<file path="src/rtl/ysyx_23060208_axil_pkg.sv">
// Shared AXI-Lite initiator definitions: FSM state encoding and response codes,
// used by both the write and read initiators.
package ysyx_23060208_axil_pkg;

    typedef enum logic [2:0] {
        IDLE    = 3'd0,
        SEND    = 3'd1,
        WAIT_AW = 3'd2,
        WAIT_W  = 3'd3,
        WAIT_B  = 3'd4
    } axil_state_e;

    localparam logic [1:0] RESP_OKAY   = 2'b00;
    localparam logic [1:0] RESP_EXOKAY = 2'b01;
    localparam logic [1:0] RESP_SLVERR = 2'b10;
    localparam logic [1:0] RESP_DECERR = 2'b11;

endpackage

</file>
<file path="src/rtl/ysyx_23060208_axil_watchdog.sv">
// Saturating cycle counter with clear/enable and a sticky flag raised when the
// count reaches LIMIT; the flag is cleared only by reset.
module ysyx_23060208_axil_watchdog #(
    parameter int unsigned LIMIT = 1024
) (
    input  logic clk,
    input  logic rst_n,
    input  logic clear,
    input  logic enable,
    output logic flag
);

    localparam int unsigned WIDTH = $clog2(LIMIT + 1);
    localparam logic [WIDTH-1:0] LIMIT_V = WIDTH'(LIMIT);

    logic [WIDTH-1:0] cnt;
    logic [WIDTH-1:0] cnt_next;

    always_comb begin
        cnt_next = cnt;
        if (clear) begin
            cnt_next = '0;
        end else if (enable && (cnt != LIMIT_V)) begin
            cnt_next = cnt + WIDTH'(1);
        end
    end

    // Flag is set from the next count so it rises in the same cycle the count reaches LIMIT.
    always_ff @(posedge clk) begin
        if (!rst_n) begin
            cnt  <= '0;
            flag <= 1'b0;
        end else begin
            cnt  <= cnt_next;
            flag <= flag | (cnt_next == LIMIT_V);
        end
    end

endmodule

</file>
<file path="src/rtl/ysyx_23060208_axil_wmaster.sv">
// AXI-Lite write initiator: one outstanding LSU store, AW/W issued together, B returned
// as a one-cycle done pulse. Optional watchdog: YSYX_23060208_AXIL_WMASTER_TIMEOUT_EN.
module ysyx_23060208_axil_wmaster
    import ysyx_23060208_axil_pkg::*;
#(
    parameter int unsigned DATA_WIDTH     = 32,
    parameter int unsigned TIMEOUT_CYCLES = 1024
) (
    input  logic                    clk,
    input  logic                    rst_n,
    input  logic                    req_valid,
    output logic                    req_ready,
    input  logic [DATA_WIDTH-1:0]   req_addr,
    input  logic [DATA_WIDTH-1:0]   req_data,
    input  logic [DATA_WIDTH/8-1:0] req_wstrb,
    output logic                    done_valid,
    output logic [1:0]              done_resp,
    output logic [DATA_WIDTH-1:0]   m_awaddr,
    output logic                    m_awvalid,
    input  logic                    m_awready,
    output logic [DATA_WIDTH-1:0]   m_wdata,
    output logic [DATA_WIDTH/8-1:0] m_wstrb,
    output logic                    m_wvalid,
    input  logic                    m_wready,
    input  logic [1:0]              m_bresp,
    input  logic                    m_bvalid,
    output logic                    m_bready
`ifdef YSYX_23060208_AXIL_WMASTER_TIMEOUT_EN
    ,
    output logic                    timeout
`endif
);

    axil_state_e state;
    logic        aw_hs;
    logic        w_hs;
    logic        b_hs;

    assign aw_hs = m_awvalid & m_awready;
    assign w_hs  = m_wvalid & m_wready;
    assign b_hs  = m_bvalid & m_bready;

    // All outputs are registered; req_ready mirrors "next state is IDLE" so it stays low in reset.
    always_ff @(posedge clk) begin
        if (!rst_n) begin
            state      <= IDLE;
            req_ready  <= 1'b0;
            m_awvalid  <= 1'b0;
            m_wvalid   <= 1'b0;
            m_bready   <= 1'b0;
            m_awaddr   <= '0;
            m_wdata    <= '0;
            m_wstrb    <= '0;
            done_valid <= 1'b0;
            done_resp  <= RESP_OKAY;
        end else begin
            done_valid <= 1'b0;
            unique case (state)
                IDLE: begin
                    req_ready <= 1'b1;
                    if (req_valid && req_ready) begin
                        m_awaddr  <= req_addr;
                        m_wdata   <= req_data;
                        m_wstrb   <= req_wstrb;
                        m_awvalid <= 1'b1;
                        m_wvalid  <= 1'b1;
                        req_ready <= 1'b0;
                        state     <= SEND;
                    end
                end
                SEND: begin
                    if (aw_hs && w_hs) begin
                        m_awvalid <= 1'b0;
                        m_wvalid  <= 1'b0;
                        m_bready  <= 1'b1;
                        state     <= WAIT_B;
                    end else if (aw_hs) begin
                        m_awvalid <= 1'b0;
                        state     <= WAIT_W;
                    end else if (w_hs) begin
                        m_wvalid <= 1'b0;
                        state    <= WAIT_AW;
                    end
                end
                WAIT_AW: begin
                    if (aw_hs) begin
                        m_awvalid <= 1'b0;
                        m_bready  <= 1'b1;
                        state     <= WAIT_B;
                    end
                end
                WAIT_W: begin
                    if (w_hs) begin
                        m_wvalid <= 1'b0;
                        m_bready <= 1'b1;
                        state    <= WAIT_B;
                    end
                end
                WAIT_B: begin
                    if (b_hs) begin
                        m_bready   <= 1'b0;
                        done_resp  <= m_bresp;
                        done_valid <= 1'b1;
                        req_ready  <= 1'b1;
                        state      <= IDLE;
                    end
                end
                default: begin
                    state <= IDLE;
                end
            endcase
        end
    end

`ifdef YSYX_23060208_AXIL_WMASTER_TIMEOUT_EN
    ysyx_23060208_axil_watchdog #(
        .LIMIT(TIMEOUT_CYCLES)
    ) u_watchdog (
        .clk   (clk),
        .rst_n (rst_n),
        .clear (state == IDLE),
        .enable(1'b1),
        .flag  (timeout)
    );
`else
    // TIMEOUT_CYCLES stays on the interface so builds with and without the watchdog share one footprint.
    if (TIMEOUT_CYCLES == 0) begin : g_no_watchdog
    end
`endif

endmodule

</file>
<file path="config.mk">
export PLATFORM = sky130hd
export DESIGN_NAME = ysyx_23060208_axil_wmaster
export DESIGN_NICKNAME = d
export VERILOG_FILES = /design/src/rtl/ysyx_23060208_axil_pkg.sv /design/src/rtl/ysyx_23060208_axil_watchdog.sv /design/src/rtl/ysyx_23060208_axil_wmaster.sv
export SDC_FILE = /design/constraint.sdc
export NUM_CORES = 1
export LEC_CHECK = 0
export BUFFER_PORTS_ARGS = -buffer_cell sky130_fd_sc_hd__buf_2
export CORE_MARGIN = 2
export CORE_UTILIZATION = 47
export CTS_BUF_LIST = sky130_fd_sc_hd__clkbuf_8
export DETAILED_ROUTE_END_ITERATION = 6
export GPL_ROUTABILITY_DRIVEN = 0
export PLACE_DENSITY = 0.87
export SETUP_SLACK_MARGIN = 0.5
export SYNTH_ARGS = -nofsm -noshare
export SYNTH_HDL_FRONTEND = slang
export SYNTH_SLANG_ARGS = --single-unit
</file>
<file path="constraint.sdc">
create_clock -name clk -period 1.4 [get_ports clk]
set_input_delay 0.28 -clock clk [delete_from_list [all_inputs] [get_ports clk]]
set_output_delay 0.28 -clock clk [all_outputs]
set_load 0.05 [all_outputs]
</file>
==> results of run 1 <==
tightest hold or removal path, delay by kind of cell:
kind,cells,cell delay [ns]
AND/OR/NAND/NOR,1,0.05
AO/OA/AOI/OAI,1,0.05
buffers and inverters,1,0.09
power by group through the flow:
stage,registers [mW],logic [mW],clock network [mW]
final,2.70,2.52,1.89
after global routing,2.72,2.64,2.00
after CTS,2.66,2.27,1.90
after detailed placement,2.61,1.89,0
after global placement,2.60,1.85,0
after floorplan,3.29,0.694,0
how the worst max path moves through the flow:
| stage | from | slack (ns) | depth (start not counted) | to |
|---|---|---|---|---|
| 2_1_floorplan | state[0]$_SDFFE_PN0P_ | 0.14 | 6 | m_wstrb[3]$_SDFFE_PN0P_ |
| 3_3_place_gp | req_valid | 0.06 | 6 | m_awaddr[31]$_SDFFE_PN0P_ |
| 3_5_place_dp | req_valid | 0.00004 | 6 | m_awaddr[6]$_SDFFE_PN0P_ |
| 4_1_cts | state[1]$_SDFFE_PN0P_ | 0.08 | 5 | m_awaddr[6]$_SDFFE_PN0P_ |
| 5_1_grt | state[1]$_SDFFE_PN0P_ | -0.07 | 5 | m_awaddr[30]$_SDFFE_PN0P_ |
| 6_report | state[1]$_SDFFE_PN0P_ | 0.007 | 5 | m_awaddr[30]$_SDFFE_PN0P_ |
what timing repair did:
action                                  in CTS  in global routing
cloned                                       0                  1
setup buffers                                6                  6
endpoints found under the setup margin     153                153
gates resized for setup                    266                 61
endpoints found under the hold margin        0                  0
pin swaps                                    2                  3
cell usage in the layout (no fill, tap or decap), types with 2 or more instances in the layout:
| cell | synthesis | layout |
|---|---|---|
| a21oi_1 | 72 | 59 |
| a21oi_2 | 0 | 13 |
| a311oi_1 | 3 | 2 |
| buf_12 | 0 | 7 |
| buf_2 | 6 | 75 |
| buf_4 | 12 | 24 |
| buf_6 | 0 | 3 |
| buf_8 | 0 | 74 |
| bufinv_16 | 0 | 2 |
| clkbuf_8 | 0 | 11 |
| dfxtp_2 | 0 | 72 |
| dfxtp_4 | 0 | 5 |
| inv_1 | 3 | 4 |
| nand2_1 | 3 | 2 |
| nand3_1 | 70 | 59 |
| nand3_2 | 0 | 11 |
| nand4_1 | 2 | 2 |
| nor2_1 | 3 | 2 |
| nor3_1 | 2 | 2 |
| o21ai_1 | 71 | 68 |
| o21ai_2 | 0 | 3 |
per-stage QoR:
stage | util | total power, mW | TNS (ns) | instance area (um^2)
finish | 0.846 | 7.11 | 0 | 5310
global route | 0.846 | 7.37 | -0.155 | 5310
CTS | 0.797 | 6.83 | 0 | 5000
detailed placement | 0.639 | 4.50 | 0 | 4010
global placement | 0.639 | 4.45 | 0 | 4010
floorplan | - | 3.98 | 0 | 3180
area by class of cell:
| type | instances | area (um^2) |
|---|---|---|
| inverter | 5 | 23.8 |
| sequential | 78 | 1670 |
| clock inverter | 4 | 70.1 |
| tap | 77 | 96.3 |
| fill | 333 | 967 |
| multi-input combinational | 240 | 1430 |
| timing repair buffer | 184 | 1870 |
| clock buffer | 11 | 151 |
routing by layer:
layer	part of all wire	up-vias	wire length, um	GRT usage
met5	0	-	0	0
met2	0.52	227	6050	0.497
met4	0.050	0	582	0.169
met1	0.35	1696	4090	0.306
li1	-	1615	-	-
met3	0.071	52	816	0.0610
flip-flops by register name (all words and copies together), names as in the netlist:
signal      cells
req_ready       1
done_resp       2
m_wvalid        1
m_awvalid       1
m_bready        1
m_wstrb         4
m_awaddr       32
m_wdata        32
done_valid      1
state           3
kinds of logic (layout without fill, tap and decap cells):
logic type	count (synthesis)	count (layout)	share of synthesized area
AO/OA/AOI/OAI	153	153	0.263
AND/OR/NAND/NOR	86	86	0.146
flip-flops	78	78	0.515
buffers and inverters	45	204	0.0730
XOR/XNOR	1	1	0.00289
==> flow_summary.toml, run 1 <==
[pwr]
p_sw_frac = 0.348
intPower_mw = 4.63
p_switching_mw = 2.47
clkPwrFrac = 0.266
seq_power_share = 0.380
leakagePower_nw = 2.11
comb_power_share = 0.355
ir_worst_vdd_mv = 0.974
powerDensity_mw_per_mm2 = 1340

[min_path]
hp-class = "in -> reg"
hold_depth = 3
min_from = "req_data[9]"
worstHoldEndpoint = "m_wdata[9]$_SDFFE_PN0P_"

[worst_setup_path]
startpoint_type = "register"
critPathMaxFanout = 16
crit_type = "reg -> reg"
slowest_delay_ns = 0.35
path_buf_inv = 2
rr_worst_depth = 5
critical-path-slowest-cell = "dfxtp_2"
crit_family = "simple AND/OR/NAND/NOR gates"
path_cells = "nor4bb_4, buf_4, buf_12, nand3_1, a21oi_1"
r2r_slack_ns = 0.007
r2r-start = "state[1]$_SDFFE_PN0P_"
cp-end-kind = "register"
r2r-end = "m_awaddr[30]$_SDFFE_PN0P_"
cp.arrival_ns = 1.64
crit_required_ns = 1.64

[synth]
ys_seq_area_frac = 0.515
synth_seq_cells = 78
yosysMostFrequentCell = "dfxtp_1"
synth_async_sr_flop_share = 0
yosysTopAreaCell = "dfxtp_1"
synth_cell_types = 28
synth.net_count = 439
synthCells = 363
ys.warnings.count = 0
netlist.area_leader.share = 0.515
netlist_area_mm2 = 0.00303
synth-edff-count = 0
yosys-top-cells-area = "dfxtp_1 (51%), a21oi_1 (12%), o21ai_1 (12%)"
synth_ff_type = "dfxtp_1"
synth.avg_cell_area_um2 = 8.36
ys_top_cells_by_count = "dfxtp_1 (78), a21oi_1 (72), o21ai_1 (71), nand3_1 (70), clkbuf_1 (18)"

[routing]
avgRoutedWirePerCell_um = 19.3
vias_per_cell = 5.99
drt_iter0_markers = 325
ant_nets = 0
num_vias = 3590
drc = 0
drt-total-wl_mm = 11.5
first_pass_iters = 5

[finish]
drive_above_1_share = 0.600
fin_cells = 599
nets = 594
area_growth_pct = 75.1
antennaDiodeCount = 0

[global_routing]
first_global_vias = 3440
grt_max_degree = 38
grt.overflow.total = 0
grt_pass1_wl_mm = 16.1
track_usage = 0.281
antenna_found_initial = 0

[sta]
finalMaxSlewViolations = 0
final.period_utilization = 0.995
rsz0062_at_grt = "yes"
fin_ws_ns = 0.00669
tightestPinTransition_ns = 0.399
slew-limit-headroom = 0.733
hold_violations = 0
fmaxAchievable_mhz = 718
holdWs_ns = 0.181
final.min_clock_period_ns = 1.39
finalSetupViolations = 0
finClkSkew_ns = 0.0194

[floorplan]
dieArea_mm2 = 0.00711
die_y_um = 84.3
die_w_um = 84.3
io_pins = 151
initial_core_util = 0.483
fp.coreArea_mm2 = 0.00628
rows = 29

[clock_tree]
clk_latency_ns = 0.35
hold_buffers = 0
cts_tree = "done"
cts_sinks = 78
clockRootBuffer = "clkbuf_8"
h-tree-depth = 3
clockBufferDepth = 2
clk_pin_slew_ns = 0.08
cts_made_buffers = 9

[place]
dp.cells = 571
hpwl_mm = 6.14
preCtsSetupSlack_ns = 0.0000360
port_buffers = 150

[run]
max_cap_viol_count = 0

[run_status]
status = "completed"
No activity file was read; power rests on OpenSTA's default activity.
==> run 2, diff against run 1 <==
Settings changed: CORE_UTILIZATION 47 to 45, CTS_BUF_LIST sky130_fd_sc_hd__clkbuf_8 to unset, PLACE_DENSITY 0.87 to 0.84, SYNTH_HIERARCHICAL set to 1.
Clock period 1.4 ns to 1.5 ns, I/O delays scaled along.
==> flow_summary.toml, run 2 <==
[run_status]
status = "completed"

[synth]
synth.avg_cell_area_um2 = 8.36
ys_seq_area_frac = 0.515
synth-edff-count = 0
synth_seq_cells = 78
yosys-top-cells-area = "dfxtp_1 (51%), a21oi_1 (12%), o21ai_1 (12%)"
synth_ff_type = "dfxtp_1"
ys.warnings.count = 6
netlist_area_mm2 = 0.00303
yosysMostFrequentCell = "dfxtp_1"
synth_cell_types = 28
netlist.area_leader.share = 0.515
synth_async_sr_flop_share = 0
ys_top_cells_by_count = "dfxtp_1 (78), a21oi_1 (72), o21ai_1 (71), nand3_1 (70), clkbuf_1 (18)"
synthCells = 363
synth.net_count = 439
yosysTopAreaCell = "dfxtp_1"

[worst_setup_path]
slowest_delay_ns = 0.35
path_depth = 4
path_buf_inv = 1
crit_required_ns = 1.76
r2r-start = "state[1]$_SDFFE_PN0P_"
startpoint_type = "register"
startpoint = "state[1]$_SDFFE_PN0P_"
cp.arrival_ns = 1.66
r2r_slack_ns = 0.11
cp-endpoint = "m_wdata[15]$_SDFFE_PN0P_"
crit_family = "simple AND/OR/NAND/NOR gates"
rr_worst_depth = 4
critPathMaxFanout = 33
cp-end-kind = "register"
crit_type = "reg -> reg"
path_cells = "nor4bb_4, buf_6, nand3_1, a21oi_1"
critical-path-slowest-cell = "dfxtp_2"
r2r-end = "m_wdata[15]$_SDFFE_PN0P_"

[routing]
drc = 0
ant_nets = 0
drt_iter0_markers = 203
avgRoutedWirePerCell_um = 17.4
num_vias = 3418
vias_per_cell = 5.67
first_pass_iters = 4
drt-total-wl_mm = 10.5

[finish]
seq_area_mm2 = 0.00167
drive_above_1_share = 0.584
final_cell_mix = "buf_2 (75), dfxtp_2 (74), a21oi_1 (70)"
area_growth_pct = 72.0
final_common_cell = "buf_2"
reg_top3 = "m_awaddr: 32 flops, m_wdata: 32 flops, m_wstrb: 4 flops"
nets = 597
final_util = 0.812
multi_input_area_mm2 = 0.00141
n_fill_cell = 396
antennaDiodeCount = 0

[clock_tree]
clk_pin_slew_ns = 0.08
cts_sinks = 78
cts_made_buffers = 9
clockBufferDepth = 2
hold_buffers = 0
cts_tree = "done"
clk_latency_ns = 0.35
clockRootBuffer = "clkbuf_8"
h-tree-depth = 3

[sta]
final.min_clock_period_ns = 1.39
final.period_utilization = 0.929
hold_violations = 0
finalMaxSlewViolations = 0
slew-limit-headroom = 0.727
rsz0062_at_grt = "yes"
fmaxAchievable_mhz = 718
finClkSkew_ns = 0.00818
tightestPinTransition_ns = 0.409
finalSetupViolations = 0

[floorplan]
io_pins = 151
initial_core_util = 0.472
die_w_um = 86.1
fp.coreArea_mm2 = 0.00642
rows = 29
dieArea_mm2 = 0.00741
die_y_um = 86.1

[global_routing]
antenna_found_initial = 0
first_global_vias = 3452
grt_pass1_wl_mm = 15.6
grt_max_degree = 69
track_usage = 0.264
grt.overflow.total = 0

[run]
max_cap_viol_count = 0

[pwr]
powerDensity_mw_per_mm2 = 1240
leakagePower_nw = 2.10
clkPwrFrac = 0.261
p_switching_mw = 2.29
intPower_mw = 4.17
p_sw_frac = 0.355
seq_power_share = 0.386
totalPowerFinal_mw = 6.47
comb_power_share = 0.353
ir_worst_vdd_mv = 0.749

[min_path]
hp-class = "in -> reg"

[place]
port_buffers = 150
hpwl_mm = 5.79
run 2: final cells by class:
cell class | count | share of cell area
clock buffer | 13 | 0.0324
clock inverter | 3 | 0.00815
inverter | 5 | 0.00360
multi-input combinational | 240 | 0.269
sequential | 78 | 0.320
tap | 77 | 0.0185
timing repair buffer | 187 | 0.348
run 2: how the worst min path moves through the flow:
stage / from / endpoint / slack [ns] / depth (start not counted)
floorplan: m_awready / m_awvalid$_SDFFE_PN0P_ / 0.41 / 1
global placement: m_awaddr[2]$_SDFFE_PN0P_ / m_awaddr[2]$_SDFFE_PN0P_ / 0.46 / 2
detailed placement: m_awaddr[11]$_SDFFE_PN0P_ / m_awaddr[11]$_SDFFE_PN0P_ / 0.47 / 2
CTS: m_awready / m_awvalid$_SDFFE_PN0P_ / 0.18 / 2
global route: m_awready / m_awvalid$_SDFFE_PN0P_ / 0.19 / 2
finish: req_data[18] / m_wdata[18]$_SDFFE_PN0P_ / 0.19 / 3
run 2: cells by family (layout without fill, tap and decap cells):
family	Yosys count	after routing	synth area share
buffers and inverters	45	208	0.0730
AOI/OAI and AO/OA	153	153	0.263
and+or+nand+nor	86	86	0.146
DFF	78	78	0.515
xor gates and xnor gates	1	1	0.00289
run 2: metal layers:
metal	vias to the layer above	global-route usage	share of wire
met5	-	0	0
met4	0	0.136	0.022
met3	23	0.0597	0.060
met2	133	0.470	0.55
met1	1635	0.293	0.37
li1	1627	-	-
run 2: through the flow:
stage / hold WS (ns) / setup TNS, ns / setup WS, ns / area [um^2] / std cells
floorplan: 0.408 / 0 / 0.235 / 3160 / 363
global placement: 0.458 / 0 / 0.0808 / 3950 / 567
detailed placement: 0.468 / -0.00918 / -0.00918 / 3950 / 567
CTS: 0.182 / 0 / 0.178 / 4980 / 592
global route: 0.189 / 0 / 0.0395 / 5220 / 603
finish: 0.185 / 0 / 0.107 / 5220 / 603
run 2: repair_timing:
| item | in CTS | in global routing |
|---|---|---|
| resized for setup | 272 | 34 |
| gates cloned | 0 | 1 |
| buffers inserted | 9 | 10 |
| setup endpoints to repair | 152 | 152 |
| endpoints found under the hold margin | 0 | 0 |
| pin swaps | 6 | 1 |
run 2: worst register-to-register path, stage by stage, from the launching register on:
cell	delay (ns)
dfxtp_2	0.35
nor4bb_4	0.32
buf_6	0.31
nand3_1	0.14
a21oi_1	0.19
run 2: power groups by stage:
stage	combinational (mW)	clock (mW)	sequential, mW
detailed placement	1.71	0	2.44
global placement	1.68	0	2.43
finish	2.28	1.69	2.50
CTS	2.10	1.67	2.48
floorplan	0.642	0	3.07
global route	2.40	1.80	2.52
